==> config.mk <==
export PLATFORM = sky130hd
export DESIGN_NAME = iob_cache_write_buffer
export DESIGN_NICKNAME = d
export VERILOG_FILES = /design/src/rtl/iob_cache_wb_pkg.sv /design/src/rtl/iob_cache_wb_regfile.sv /design/src/rtl/iob_cache_write_buffer.sv
export SDC_FILE = /design/constraint.sdc
export NUM_CORES = 1
export LEC_CHECK = 0
export CORE_ASPECT_RATIO = 1.4
export CORE_MARGIN = 2
export CORE_UTILIZATION = 60
export DETAILED_ROUTE_END_ITERATION = 12
export PLACE_DENSITY = 0.85
export SLEW_MARGIN = 25
export SYNTH_ARGS = -nofsm -noshare
export SYNTH_HDL_FRONTEND = slang
export SYNTH_SLANG_ARGS = --single-unit
==> constraint.sdc <==
create_clock -name clk_i -period 4.9 [get_ports clk_i]
set_clock_uncertainty 0.15 [all_clocks]
set_input_delay 0.735 -clock clk_i [delete_from_list [all_inputs] [get_ports clk_i]]
set_output_delay 0.735 -clock clk_i [all_outputs]
set_load 0.02 [all_outputs]
==> src/rtl/iob_cache_wb_pkg.sv <==
// Shared types for the cache write buffer: drain FSM states and depth helper.
// Write merging is enabled by defining IOB_CACHE_WB_MERGE_EN.
package iob_cache_wb_pkg;

  typedef enum logic {
    IDLE  = 1'b0,
    ISSUE = 1'b1
  } wb_state_t;

  localparam int unsigned WB_DEPTH_LOG2_DEF = 2;

  function automatic int unsigned wb_depth(input int unsigned depth_log2);
    return 32'd1 << depth_log2;
  endfunction

endpackage

==> src/rtl/iob_cache_wb_regfile.sv <==
// Write-buffer entry storage: one byte-maskable write port, one async read port.
// Part of the write buffer; merging (IOB_CACHE_WB_MERGE_EN) relies on the byte mask.
module iob_cache_wb_regfile
  import iob_cache_wb_pkg::*;
#(
  parameter int ADDR_W     = 32,
  parameter int DATA_W     = 32,
  parameter int DEPTH_LOG2 = 2
) (
  input  logic                  clk,
  input  logic                  rst_n,
  input  logic                  we,
  input  logic                  alloc,
  input  logic [DEPTH_LOG2-1:0] wsel,
  input  logic [DATA_W/8-1:0]   wbe,
  input  logic [ADDR_W-1:0]     waddr,
  input  logic [DATA_W-1:0]     wdata,
  input  logic [DATA_W/8-1:0]   wstrb,
  input  logic [DEPTH_LOG2-1:0] rsel,
  output logic [ADDR_W-1:0]     raddr,
  output logic [DATA_W-1:0]     rdata,
  output logic [DATA_W/8-1:0]   rstrb
);

  localparam int DEPTH = wb_depth(DEPTH_LOG2);
  localparam int NB    = DATA_W / 8;

  logic [ADDR_W-1:0] addr_mem [DEPTH];
  logic [DATA_W-1:0] data_mem [DEPTH];
  logic [NB-1:0]     strb_mem [DEPTH];

  // strobe bits are written with the byte mask, so a merge yields old|new
  always_ff @(posedge clk or negedge rst_n) begin
    if (!rst_n) begin
      for (int i = 0; i < DEPTH; i++) begin
        addr_mem[i] <= '0;
        data_mem[i] <= '0;
        strb_mem[i] <= '0;
      end
    end else if (we) begin
      if (alloc)
        addr_mem[wsel] <= waddr;
      for (int b = 0; b < NB; b++) begin
        if (wbe[b]) begin
          data_mem[wsel][b*8 +: 8] <= wdata[b*8 +: 8];
          strb_mem[wsel][b]        <= wstrb[b];
        end
      end
    end
  end

  assign raddr = addr_mem[rsel];
  assign rdata = data_mem[rsel];
  assign rstrb = strb_mem[rsel];

endmodule

==> src/rtl/iob_cache_write_buffer.sv <==
// Cache write buffer: circular FIFO with a two-state drain FSM to the back end.
// Define IOB_CACHE_WB_MERGE_EN to merge same-address pushes into the tail entry.
module iob_cache_write_buffer
  import iob_cache_wb_pkg::*;
#(
  parameter int ADDR_W     = 32,
  parameter int DATA_W     = 32,
  parameter int DEPTH_LOG2 = WB_DEPTH_LOG2_DEF
) (
  input  logic                  clk_i,
  input  logic                  arst_n_i,
  input  logic                  cke_i,
  input  logic                  push_i,
  input  logic [ADDR_W-1:0]     push_addr_i,
  input  logic [DATA_W-1:0]     push_wdata_i,
  input  logic [DATA_W/8-1:0]   push_wstrb_i,
  output logic                  full_o,
  output logic                  empty_o,
  output logic [DEPTH_LOG2:0]   level_o,
  output logic                  overflow_o,
  output logic                  be_valid_o,
  output logic [ADDR_W-1:0]     be_addr_o,
  output logic [DATA_W-1:0]     be_wdata_o,
  output logic [DATA_W/8-1:0]   be_wstrb_o,
  input  logic                  be_ready_i
);

  localparam int DEPTH = wb_depth(DEPTH_LOG2);
  localparam int NB    = DATA_W / 8;
  localparam int LW    = DEPTH_LOG2 + 1;

  localparam logic [LW-1:0] DEPTH_L = LW'(DEPTH);

  logic [DEPTH_LOG2-1:0] head;
  logic [DEPTH_LOG2-1:0] tail;
  logic [LW-1:0]         level;
  logic [LW-1:0]         level_nxt;
  wb_state_t             state;
  logic                  be_valid;
  logic                  overflow;

  logic                  full;
  logic                  pop;
  logic                  merge;
  logic                  alloc;
  logic                  drop;
  logic [DEPTH_LOG2-1:0] wsel;
  logic [NB-1:0]         wbe;

  assign full = (level == DEPTH_L);
  assign pop  = cke_i & (state == ISSUE) & be_ready_i;

`ifdef IOB_CACHE_WB_MERGE_EN
  logic [ADDR_W-1:0] last_addr;

  // the head under issue must not change, so level 1 merges only when idle
  assign merge = cke_i & push_i & (push_addr_i == last_addr) &
                 ((level >= LW'(2)) |
                  ((level == LW'(1)) & (state == IDLE)));

  assign wsel = merge ? tail - DEPTH_LOG2'(1) : tail;

  always_ff @(posedge clk_i or negedge arst_n_i) begin
    if (!arst_n_i)
      last_addr <= '0;
    else if (alloc)
      last_addr <= push_addr_i;
  end
`else
  assign merge = 1'b0;
  assign wsel  = tail;
`endif

  assign alloc = cke_i & push_i & ~merge & (~full | pop);
  assign drop  = cke_i & push_i & ~merge & full & ~pop;
  assign wbe   = alloc ? '1 : push_wstrb_i;

  always_comb begin
    level_nxt = level;
    case ({alloc, pop})
      2'b10:   level_nxt = level + LW'(1);
      2'b01:   level_nxt = level - LW'(1);
      default: level_nxt = level;
    endcase
  end

  always_ff @(posedge clk_i or negedge arst_n_i) begin
    if (!arst_n_i) begin
      head     <= '0;
      tail     <= '0;
      level    <= '0;
      overflow <= 1'b0;
      state    <= IDLE;
      be_valid <= 1'b0;
    end else if (cke_i) begin
      if (alloc)
        tail <= tail + DEPTH_LOG2'(1);
      if (pop)
        head <= head + DEPTH_LOG2'(1);
      level <= level_nxt;
      if (drop)
        overflow <= 1'b1;
      unique case (state)
        IDLE: begin
          if (level != '0) begin
            state    <= ISSUE;
            be_valid <= 1'b1;
          end
        end
        ISSUE: begin
          if (pop && level_nxt == '0) begin
            state    <= IDLE;
            be_valid <= 1'b0;
          end
        end
      endcase
    end
  end

  iob_cache_wb_regfile #(
    .ADDR_W     (ADDR_W),
    .DATA_W     (DATA_W),
    .DEPTH_LOG2 (DEPTH_LOG2)
  ) u_regfile (
    .clk   (clk_i),
    .rst_n (arst_n_i),
    .we    (alloc | merge),
    .alloc (alloc),
    .wsel  (wsel),
    .wbe   (wbe),
    .waddr (push_addr_i),
    .wdata (push_wdata_i),
    .wstrb (push_wstrb_i),
    .rsel  (head),
    .raddr (be_addr_o),
    .rdata (be_wdata_o),
    .rstrb (be_wstrb_o)
  );

  assign full_o     = full;
  assign empty_o    = (level == '0);
  assign level_o    = level;
  assign overflow_o = overflow;
  assign be_valid_o = be_valid;

endmodule

[Yosys cells after proc, flatten, opt, wreduce, memory -nomap -nowiden]
Index checks and enable logic that the tools add are counted.
Word-level totals
  flip-flop bits (word level): 282
  latch bits: 0
  RAM bits: 0
  bits in read-only memories: 0
  input bits: 73
  output and inout bits: 75
  memories kept: 0
Cells by class
  add/sub/neg operators: 4
  $mul: 0
  div/mod/pow operators: 0
  magnitude comparators: 3
  equality and inequality tests: 5
  shift operators: 0
  muxes and demuxes: 58
  bitwise logic cells: 12
  reductions and logical operators: 9
Operators with widths (number)
  128-bit 2-to-1 mux: 7
  128-bit bitwise mux: 5
  32-bit demux with 2-bit select: 5
  32-bit 2-to-1 mux: 6
  32-bit binary-select mux with 2-bit select: 2
  16-bit 2-to-1 mux: 8
  16-bit bitwise mux: 4
  4-bit demux with 2-bit select: 4
  24-bit 2-to-1 mux: 1
  4-bit 2-to-1 mux: 4
  4-bit binary-select mux with 2-bit select: 1
  8-bit 2-to-1 mux: 1
  1-bit bitwise AND: 6
  3-bit greater-or-equal comparator, second input constant: 2
  3-bit logical NOT: 2
  2-bit inverter with 3-bit output: 2
  3-bit case mux with 2 select lines: 1
  2-bit AND reduction: 3
  1-bit 2-to-1 mux: 5
  2-bit by 1-bit adder with 2-bit output, second input constant: 2
  1-bit case mux with 2 select lines: 2
  3-bit by 1-bit adder with 3-bit output, second input constant: 1
  3-bit == test, second input constant: 1
  3-bit by 1-bit less-than comparator with 1-bit output, second input constant: 1
  other kinds (12): 15

[Depth between registers and ports, before layout]
Gate-level depths: netlist of run 1.
  depth after elaboration: 16
  gate-level depth with buffers: 10
  gate-level depth less buffers: 10

[By module]
From an unflattened synthesis of run 1, not the netlist that was laid out.
Second synthesis, totals
  cell total of the unflattened synthesis: 723
  area total of the unflattened synthesis: 12528.3 sq um
Modules (own cells, without submodules)
  iob_cache_wb_regfile: instances 1, cells each 671, area each 11962.7 sq um, seq. area each 6806.5 sq um
  iob_cache_write_buffer: instances 1, cells each 52, area each 565.5 sq um, seq. area each 250.2 sq um

[Least setup slack after synthesis of run 1]
OpenSTA, ideal clock, no wires.
  path type: input-to-reg
  start: in be_ready_i
  end: reg be_valid, in the netlist be_valid_o
  arrival time: 2401 ps
  setup slack: 2228 ps
  stages on the path: 10
  path buffers: 0
  cell sequence: nand3_2 a31oi_4 inv_1 ha_1 inv_1 fa_1 xnor2_1 mux2i_1 nand3_1 a22o_1
Between the ends
  cells in the longest elaborated chain, start to end: 9
RTL lines
  start, declared: line iob_cache_write_buffer.sv:25  | input logic be_ready_i
  1-bit bitwise AND (*): line iob_cache_write_buffer.sv:51  | assign pop = cke_i & (state == ISSUE) & be_ready_i;
  1-bit bitwise OR: line iob_cache_write_buffer.sv:74  | assign alloc = cke_i & push_i & ~merge & (~full | pop);
  1-bit bitwise AND: line iob_cache_write_buffer.sv:74
  2-bit by 1-bit == test with 1-bit output or 2-bit == test (tied branches): line iob_cache_write_buffer.sv:80  | case ({alloc, pop})
  3-bit case mux with 2 select lines: line iob_cache_write_buffer.sv:80
  3-bit logical NOT: line iob_cache_write_buffer.sv:111  | if (pop && level_nxt == '0) begin
  1-bit logical AND (*): line iob_cache_write_buffer.sv:111
  2-bit by 1-bit inequality test with 1-bit output (no line) (*)
  3-bit AND reduction (no line) (*)
  end signal, assigned: line iob_cache_write_buffer.sv:94  | be_valid <= 1'b0;
  end signal, assigned: line iob_cache_write_buffer.sv:107  | be_valid <= 1'b1;
  end signal, assigned: line iob_cache_write_buffer.sv:113  | be_valid <= 1'b0;
  end, declared: line iob_cache_write_buffer.sv:39  | logic be_valid;
Mark *: on every way between the ends. The rest lies on a longest branch, timed or not.
A chain may end at the register's enable or synchronous reset.

[Worst setup path in the final report of run 1]
  start: reg head[0]
  end: out be_wdata_o[9]
Between the ends
  cells in the longest elaborated chain, start to end: 4
RTL lines
  start, declared: line iob_cache_write_buffer.sv:34  | logic [DEPTH_LOG2-1:0] head;
  start signal, assigned: line iob_cache_write_buffer.sv:99  | head <= head + DEPTH_LOG2'(1);
  2-bit inverter with 3-bit output (not written as such): line iob_cache_wb_regfile.sv:53  | assign rdata = data_mem[rsel];
  32-bit binary-select mux with 2-bit select: line iob_cache_wb_regfile.sv:53
  32-bit 2-to-1 mux (not written as such) (2 in a row): line iob_cache_wb_regfile.sv:53
  end, declared: line iob_cache_write_buffer.sv:23  | output logic [DATA_W-1:0] be_wdata_o,
No other way between the ends. The select of a mux whose other input is x is not followed.

==> impl_metrics.json, run 1 <==
{
  "setup.worst_path.class": "reg -> out",
  "cts.clk_slew.worst_paths_ps": 60,
  "critical_path.slowest_cell": "dfrtp_4",
  "cts_made_buffers": 27,
  "drtIter0Drc": 319,
  "r2r_end": "be_valid_o$_DFFE_PN0P_",
  "crit_path_start_kind": "flop",
  "setup_tns_ps": 0,
  "final_net_count": 929,
  "setup_slack_of_the_worst_register_to_register_path_ps": 1920,
  "number_of_setup_violations_in_the_final_report": 0,
  "worst_slew_margin_rel_pct": 36.5,
  "r2r-start": "level_o[0]$_DFFE_PN0P_",
  "finalWorstPathRequiredPeriod_ps": 3800,
  "drive_gt1_share_pct": 45.2,
  "final_min_period_over_clock_period_pct": 77.5,
  "synth_seq_cells": 282,
  "die_area_um2": 21700,
  "postCtsHoldBufs": 0,
  "grt_overflow_total": 0,
  "dieHeight_um": 173,
  "floorplan.core_area_um2": 20000,
  "static-leakage-power_nw": 6.27,
  "synth-edff-count": 0,
  "timing.critical_path.fanout_max": 29,
  "final_cells": 1118,
  "top_usage_layer": "met2",
  "critPathRequiredTime_ps": 4010,
  "critPathMaxStageDelay_ps": 820,
  "initial_core_utilization_pct": 61.4,
  "grt_pass1_vias": 7932,
  "grt_max_degree": 122,
  "h-tree-depth": 1,
  "rsz_0062_raised_after_global_routing": "no",
  "synth_top_flop_cell": "dfrtp_1",
  "seq_area_frac_synth_pct": 57.4,
  "clk-insertion-delay-late_ps": 530,
  "wire_per_inst_um": 22.5,
  "dpl.hpwl_um": 15600,
  "diodes": 0,
  "drt_wl_total_um": 25200,
  "routabilityCongestion": 0.777,
  "slew_at_the_pin_closest_to_its_max_slew_limit_ps": 952,
  "portBuffers": 147,
  "synthesis.instances": 714,
  "cp_cell_sequence": "buf_4 > mux4_2 > clkdlybuf4s50_1",
  "antenna_violating_nets_post_route": 0,
  "final.hold.worst_slack_ps": 92.2,
  "grt_first_pass_wirelength_um": 41600,
  "synthesis.nets": 793,
  "asyncSetResetFlopFracSynth_pct": 100,
  "reg2reg_depth": 10,
  "vias": 6763,
  "max-cap-violations": 0,
  "synthDistinctLibCells": 28,
  "clk_root_buffer_cell": "clkbuf_16",
  "powerDensity_nw_per_um2": 766,
  "placed_instances": 1073,
  "report.final.slew_viol_count": 0,
  "cts_resized": 0,
  "layout-area-overhead-vs-synth_pct": 20.5,
  "drcViolationCount": 0,
  "post_synth_instance_area_um2": 12300,
  "placement_rows": 61,
  "ys_warn_count": 0,
  "globalRouteTotalUtil_pct": 23.9,
  "met2_usage_pct": 43.9,
  "postLayoutSetupSlackWorst_ps": 1100,
  "holdCritPathClass": "in -> async",
  "ios": 148,
  "fmax_ghz": 0.263,
  "pre_cts_ws_ps": 1110,
  "detail_route.vias_per_cell": 6.05,
  "synthesized_area_per_cell_um2": 17.2,
  "gr-usage-met3_pct": 3.58,
  "hold_viol": 0,
  "crit_arrival_ps": 2910,
  "timing.critical_path.max_delay_family": "buffers and inverters",
  "clockBufferDepth": 3,
  "tritoncts": "built",
  "status": "complete, no violations",
  "clock_sinks": 282,
  "cts_setup_buffers": 0,
  "die-width_um": 125,
  "drt_first_pass_iters": 4,
  "finalPower_w": 0.0113,
  "end_kind": "output port",
  "num-fill-cells": 1216,
  "crit_buf_inv": 2,
  "vdd_drop_max_mv": 0.524,
  "groute.layer.met1.usage_pct": 29.6,
  "antenna_found_initial": 0
}
cells in the final DEF (no fill, tap or decap), types with 3 or more instances in the layout:
cell type | Yosys | routed
mux2_2 | 268 | 268
mux2_1 | 4 | 4
xnor2_1 | 6 | 6
inv_1 | 8 | 8
bufinv_16 | 0 | 3
nand2_1 | 4 | 4
dfrtp_1 | 282 | 280
clkbuf_1 | 9 | 4
clkbuf_16 | 0 | 27
clkbuf_8 | 0 | 4
mux4_2 | 68 | 68
clkinv_2 | 0 | 6
nand2_8 | 0 | 4
clkdlybuf4s50_1 | 0 | 146
ha_1 | 5 | 5
through the flow:
stage / util [%] / instance area (µm²)
6_report: 74.1 / 14800
5_1_grt: 74.1 / 14800
4_1_cts: 74.1 / 14800
3_5_place_dp: 69.7 / 13900
3_3_place_gp: 69.4 / 13900
2_1_floorplan: - / 12300
area by class of cell:
class                           instances  area (µm²)  area share (%)
Clock buffer                           35         746            5.04
Clock inverter                         10         129           0.870
Inverter                                8        30.0           0.203
Multi-Input combinational cell        379        4960            33.5
Sequential cell                       282        7060            47.7
Tap cell                              252         315            2.13
Timing Repair Buffer                  152        1560            10.5
where the power goes:
| group | switching [W] | total [W] | internal, W |
|---|---|---|---|
| registers | 0.000754 | 0.00426 | 0.00350 |
| logic | 0.00208 | 0.00503 | 0.00295 |
| clock network | 0.000838 | 0.00206 | 0.00122 |
| total | 0.00368 | 0.0113 | 0.00767 |
worst reg2reg max path, stage by stage (launching register included):
cell	delay [ps]
dfrtp_1	450
nor2_1	270
a31oi_4	320
inv_1	140
ha_1	210
inv_1	70
fa_1	380
xnor2_1	280
mux2i_1	230
nand3_1	110
a22o_1	250
metal layers:
metal / wire, µm / vias to the layer above
li1: - / 2933
met1: 9840 / 3640
met2: 13800 / 149
met3: 991 / 41
met4: 585 / 0
met5: 0 / -
sequential cells by signal, indices dropped and copies added, names as in the netlist:
signal              flops
be_valid_o              1
head                    2
level_o                 3
overflow_o              1
state                   1
tail                    2
u_regfile.addr_mem    128
u_regfile.data_mem    128
u_regfile.strb_mem     16
Yosys cell counts, types with 2 or more instances:
cell	number	share of area [%]
xnor2_1	6	0.43
dfrtp_1	282	57
ha_1	5	0.51
clkbuf_1	9	0.27
nor2_1	2	0.061
a22o_1	2	0.14
nand2_2	4	0.20
nand2_1	4	0.12
mux2_2	268	25
buf_6	12	1.1
inv_1	8	0.24
o21ai_0	2	0.081
buf_2	23	0.94
mux4_2	68	12
nand2b_1	2	0.10
nor2b_1	2	0.10
mux2_1	4	0.37
worst max path at each step:
stage / from / end / slack (ps) / cells past startpoint
global placement: cke_i / u_regfile.addr_mem[12]$_DFFE_PN0P_ / 1470 / 5
floorplan: be_ready_i / be_valid_o$_DFFE_PN0P_ / 2230 / 10
detailed placement: cke_i / state$_DFFE_PN0P_ / 1110 / 11
CTS: head[0]$_DFFE_PN0P_ / be_wdata_o[9] / 1020 / 3
finish: head[0]$_DFFE_PN0P_ / be_wdata_o[9] / 1100 / 3
global route: head[0]$_DFFE_PN0P_ / be_wdata_o[9] / 930 / 3
cells by family (layout without fill, tap and decap cells):
| family | count (synthesis) | in the layout | share of synthesized area [%] |
|---|---|---|---|
| AOI/OAI and AO/OA | 8 | 8 | 0.581 |
| xor gates and xnor gates | 6 | 6 | 0.428 |
| adders and majority gates | 6 | 6 | 0.672 |
| buffers and inverters | 53 | 205 | 2.59 |
| DFF | 282 | 282 | 57.4 |
| muxes | 341 | 341 | 37.5 |
| and+or+nand+nor | 18 | 18 | 0.805 |
(Power assumes the default switching activity.)
==> run 2, diff against run 1 <==
Settings changed: CORE_UTILIZATION 60 to 56, PLACE_DENSITY 0.85 to 0.8.
Clock period 4.9 ns to 3.8 ns, I/O delays scaled along.
==> run 2 against run 1 <==
Compared with the run above: power rose by 28%; sequential share of layout area shrank 0.43 points; critical path depth did not move; the run now ends with hold timing left; die area is 6.9% higher; clock power increased by 27%; combinational power is 30% higher.
==> impl_metrics.json, run 2 (same netlist as run 1, synthesis figures left out) <==
{
  "status": "finished, violations left",
  "violations": "hold timing",
  "clockBufferDepth": 3,
  "reg2reg_depth": 10,
  "final_min_period_over_clock_period_pct": 89.3,
  "die-width_um": 129,
  "fmax_ghz": 0.295,
  "critPathRequiredTime_ps": 3080,
  "dpl.hpwl_um": 16800,
  "gr-usage-met3_pct": 3.88,
  "setup.worst_path.class": "reg -> out",
  "crit_path_start_kind": "flop",
  "grt_pass1_vias": 7903,
  "floorplan.core_area_um2": 21700,
  "cts_resized": 0,
  "regArea_um2": 7060,
  "cts_made_buffers": 27,
  "num-fill-cells": 1438,
  "layout.cells.most_common": "dfrtp_1",
  "drtIter0Drc": 274,
  "drive_gt1_share_pct": 45.9,
  "clk_root_buffer_cell": "clkbuf_16",
  "slew_at_the_pin_closest_to_its_max_slew_limit_ps": 896,
  "dieHeight_um": 179,
  "antenna_violating_nets_post_route": 0,
  "drt_first_pass_iters": 4,
  "placement_rows": 64,
  "timing.critical_path.max_delay_family": "buffers and inverters",
  "grt_max_degree": 117,
  "powerDensity_nw_per_um2": 974,
  "critical_path.slowest_cell": "dfrtp_4",
  "holdCritPathClass": "in -> async",
  "h-tree-depth": 1,
  "vdd_drop_max_mv": 0.573,
  "final_net_count": 944,
  "crit_path_start": "head[1]$_DFFE_PN0P_",
  "globalRouteTotalUtil_pct": 23.0,
  "finalWorstPathRequiredPeriod_ps": 3390,
  "die_area_um2": 23200,
  "postLayoutSetupSlackWorst_ps": 407,
  "drt_wl_total_um": 25700,
  "top_usage_layer": "met2",
  "report.final.slew_viol_count": 0,
  "wire_per_inst_um": 21.7,
  "crit_buf_inv": 2,
  "tritoncts": "built",
  "portBuffers": 147,
  "crit_arrival_ps": 2670,
  "multi_input_area_um2": 4930,
  "cts.clk_slew.worst_paths_ps": 60,
  "drcViolationCount": 0,
  "r2r_end": "be_valid_o$_DFFE_PN0P_",
  "grt_overflow_total": 0,
  "rsz_0062_raised_after_global_routing": "no",
  "ios": 148,
  "max-cap-violations": 0,
  "layout-area-overhead-vs-synth_pct": 21.6,
  "initial_core_utilization_pct": 56.6,
  "cp_cell_sequence": "buf_4 > mux4_2 > clkdlybuf4s50_1",
  "setup_tns_ps": 0,
  "cts_setup_buffers": 0,
  "r2r-start": "level_o[0]$_DFFE_PN0P_",
  "routabilityCongestion": 0.802,
  "post-route-util_pct": 68.9,
  "layout_common_cells": "dfrtp_1 (280), mux2_2 (268), clkdlybuf4s50_1 (146), mux4_2 (68), clkbuf_16 (27)",
  "layout_top_registers": "u_regfile.addr_mem x128, u_regfile.data_mem x128, u_regfile.strb_mem x16",
  "pre_cts_ws_ps": 555,
  "end_kind": "output port",
  "hold_viol": 6,
  "clk-insertion-delay-late_ps": 530,
  "number_of_setup_violations_in_the_final_report": 0,
  "detailed_place.area_um2": 14100,
  "detail_route.vias_per_cell": 5.77,
  "vias": 6822,
  "antenna_found_initial": 2,
  "grt_first_pass_wirelength_um": 41400,
  "critPathMaxStageDelay_ps": 850,
  "clock_sinks": 282,
  "final.hold.worst_slack_ps": -36.5,
  "postCtsHoldBufs": 0,
  "timing.critical_path.fanout_max": 36,
  "setup_slack_of_the_worst_register_to_register_path_ps": 1040,
  "groute.layer.met1.usage_pct": 28.4,
  "worst_slew_margin_rel_pct": 40.3,
  "critical_path_capture_point": "be_wdata_o[27]",
  "worstSetupPathDepth": 3,
  "met2_usage_pct": 40.7,
  "finish.instance_area_um2": 14900,
  "static-leakage-power_nw": 6.36
}
run 2: report_power, final:
group          switching (W)  internal, W
sequential          0.000877      0.00452
combinational        0.00275      0.00380
clock                0.00110      0.00151
total                0.00473      0.00983
run 2: through the flow:
stage	total power [W]	hold WS [ps]	cells
after floorplan	0.00945	124	714
after global placement	0.0117	309	1133
after detailed placement	0.0121	313	1133
after CTS	0.0147	7.88	1181
after global routing	0.0153	27.6	1182
final	0.0146	-36.5	1183
run 2: metal layers:
metal / vias up / part of all wire [%] / routed length (µm)
met4: 2 / 2.8 / 714
met1: 3651 / 38 / 9840
met2: 161 / 54 / 14000
met5: - / 0.051 / 13
li1: 2959 / - / -
met3: 49 / 4.5 / 1150
run 2: worst min-delay path by stage:
stage / slack [ps] / cells after the start / endpoint / from
floorplan: 120 / 0 / be_valid_o$_DFFE_PN0P_ / arst_n_i
global placement: 310 / 1 / overflow_o$_DFFE_PN0P_ / overflow_o$_DFFE_PN0P_
detailed placement: 310 / 1 / overflow_o$_DFFE_PN0P_ / overflow_o$_DFFE_PN0P_
CTS: 8 / 1 / u_regfile.data_mem[116]$_DFFE_PN0P_ / arst_n_i
global route: 30 / 1 / u_regfile.data_mem[116]$_DFFE_PN0P_ / arst_n_i
finish: -40 / 1 / u_regfile.data_mem[116]$_DFFE_PN0P_ / arst_n_i
run 2: cell type report:
type | count | share of cell area, %
diodes | 2 | 0.0335
clock buffers | 41 | 5.34
clock inverters | 7 | 0.444
inverters | 8 | 0.201
multi-input cells | 379 | 33.0
flip-flops and latches | 282 | 47.3
well taps | 297 | 2.49
repair buffers | 167 | 11.2
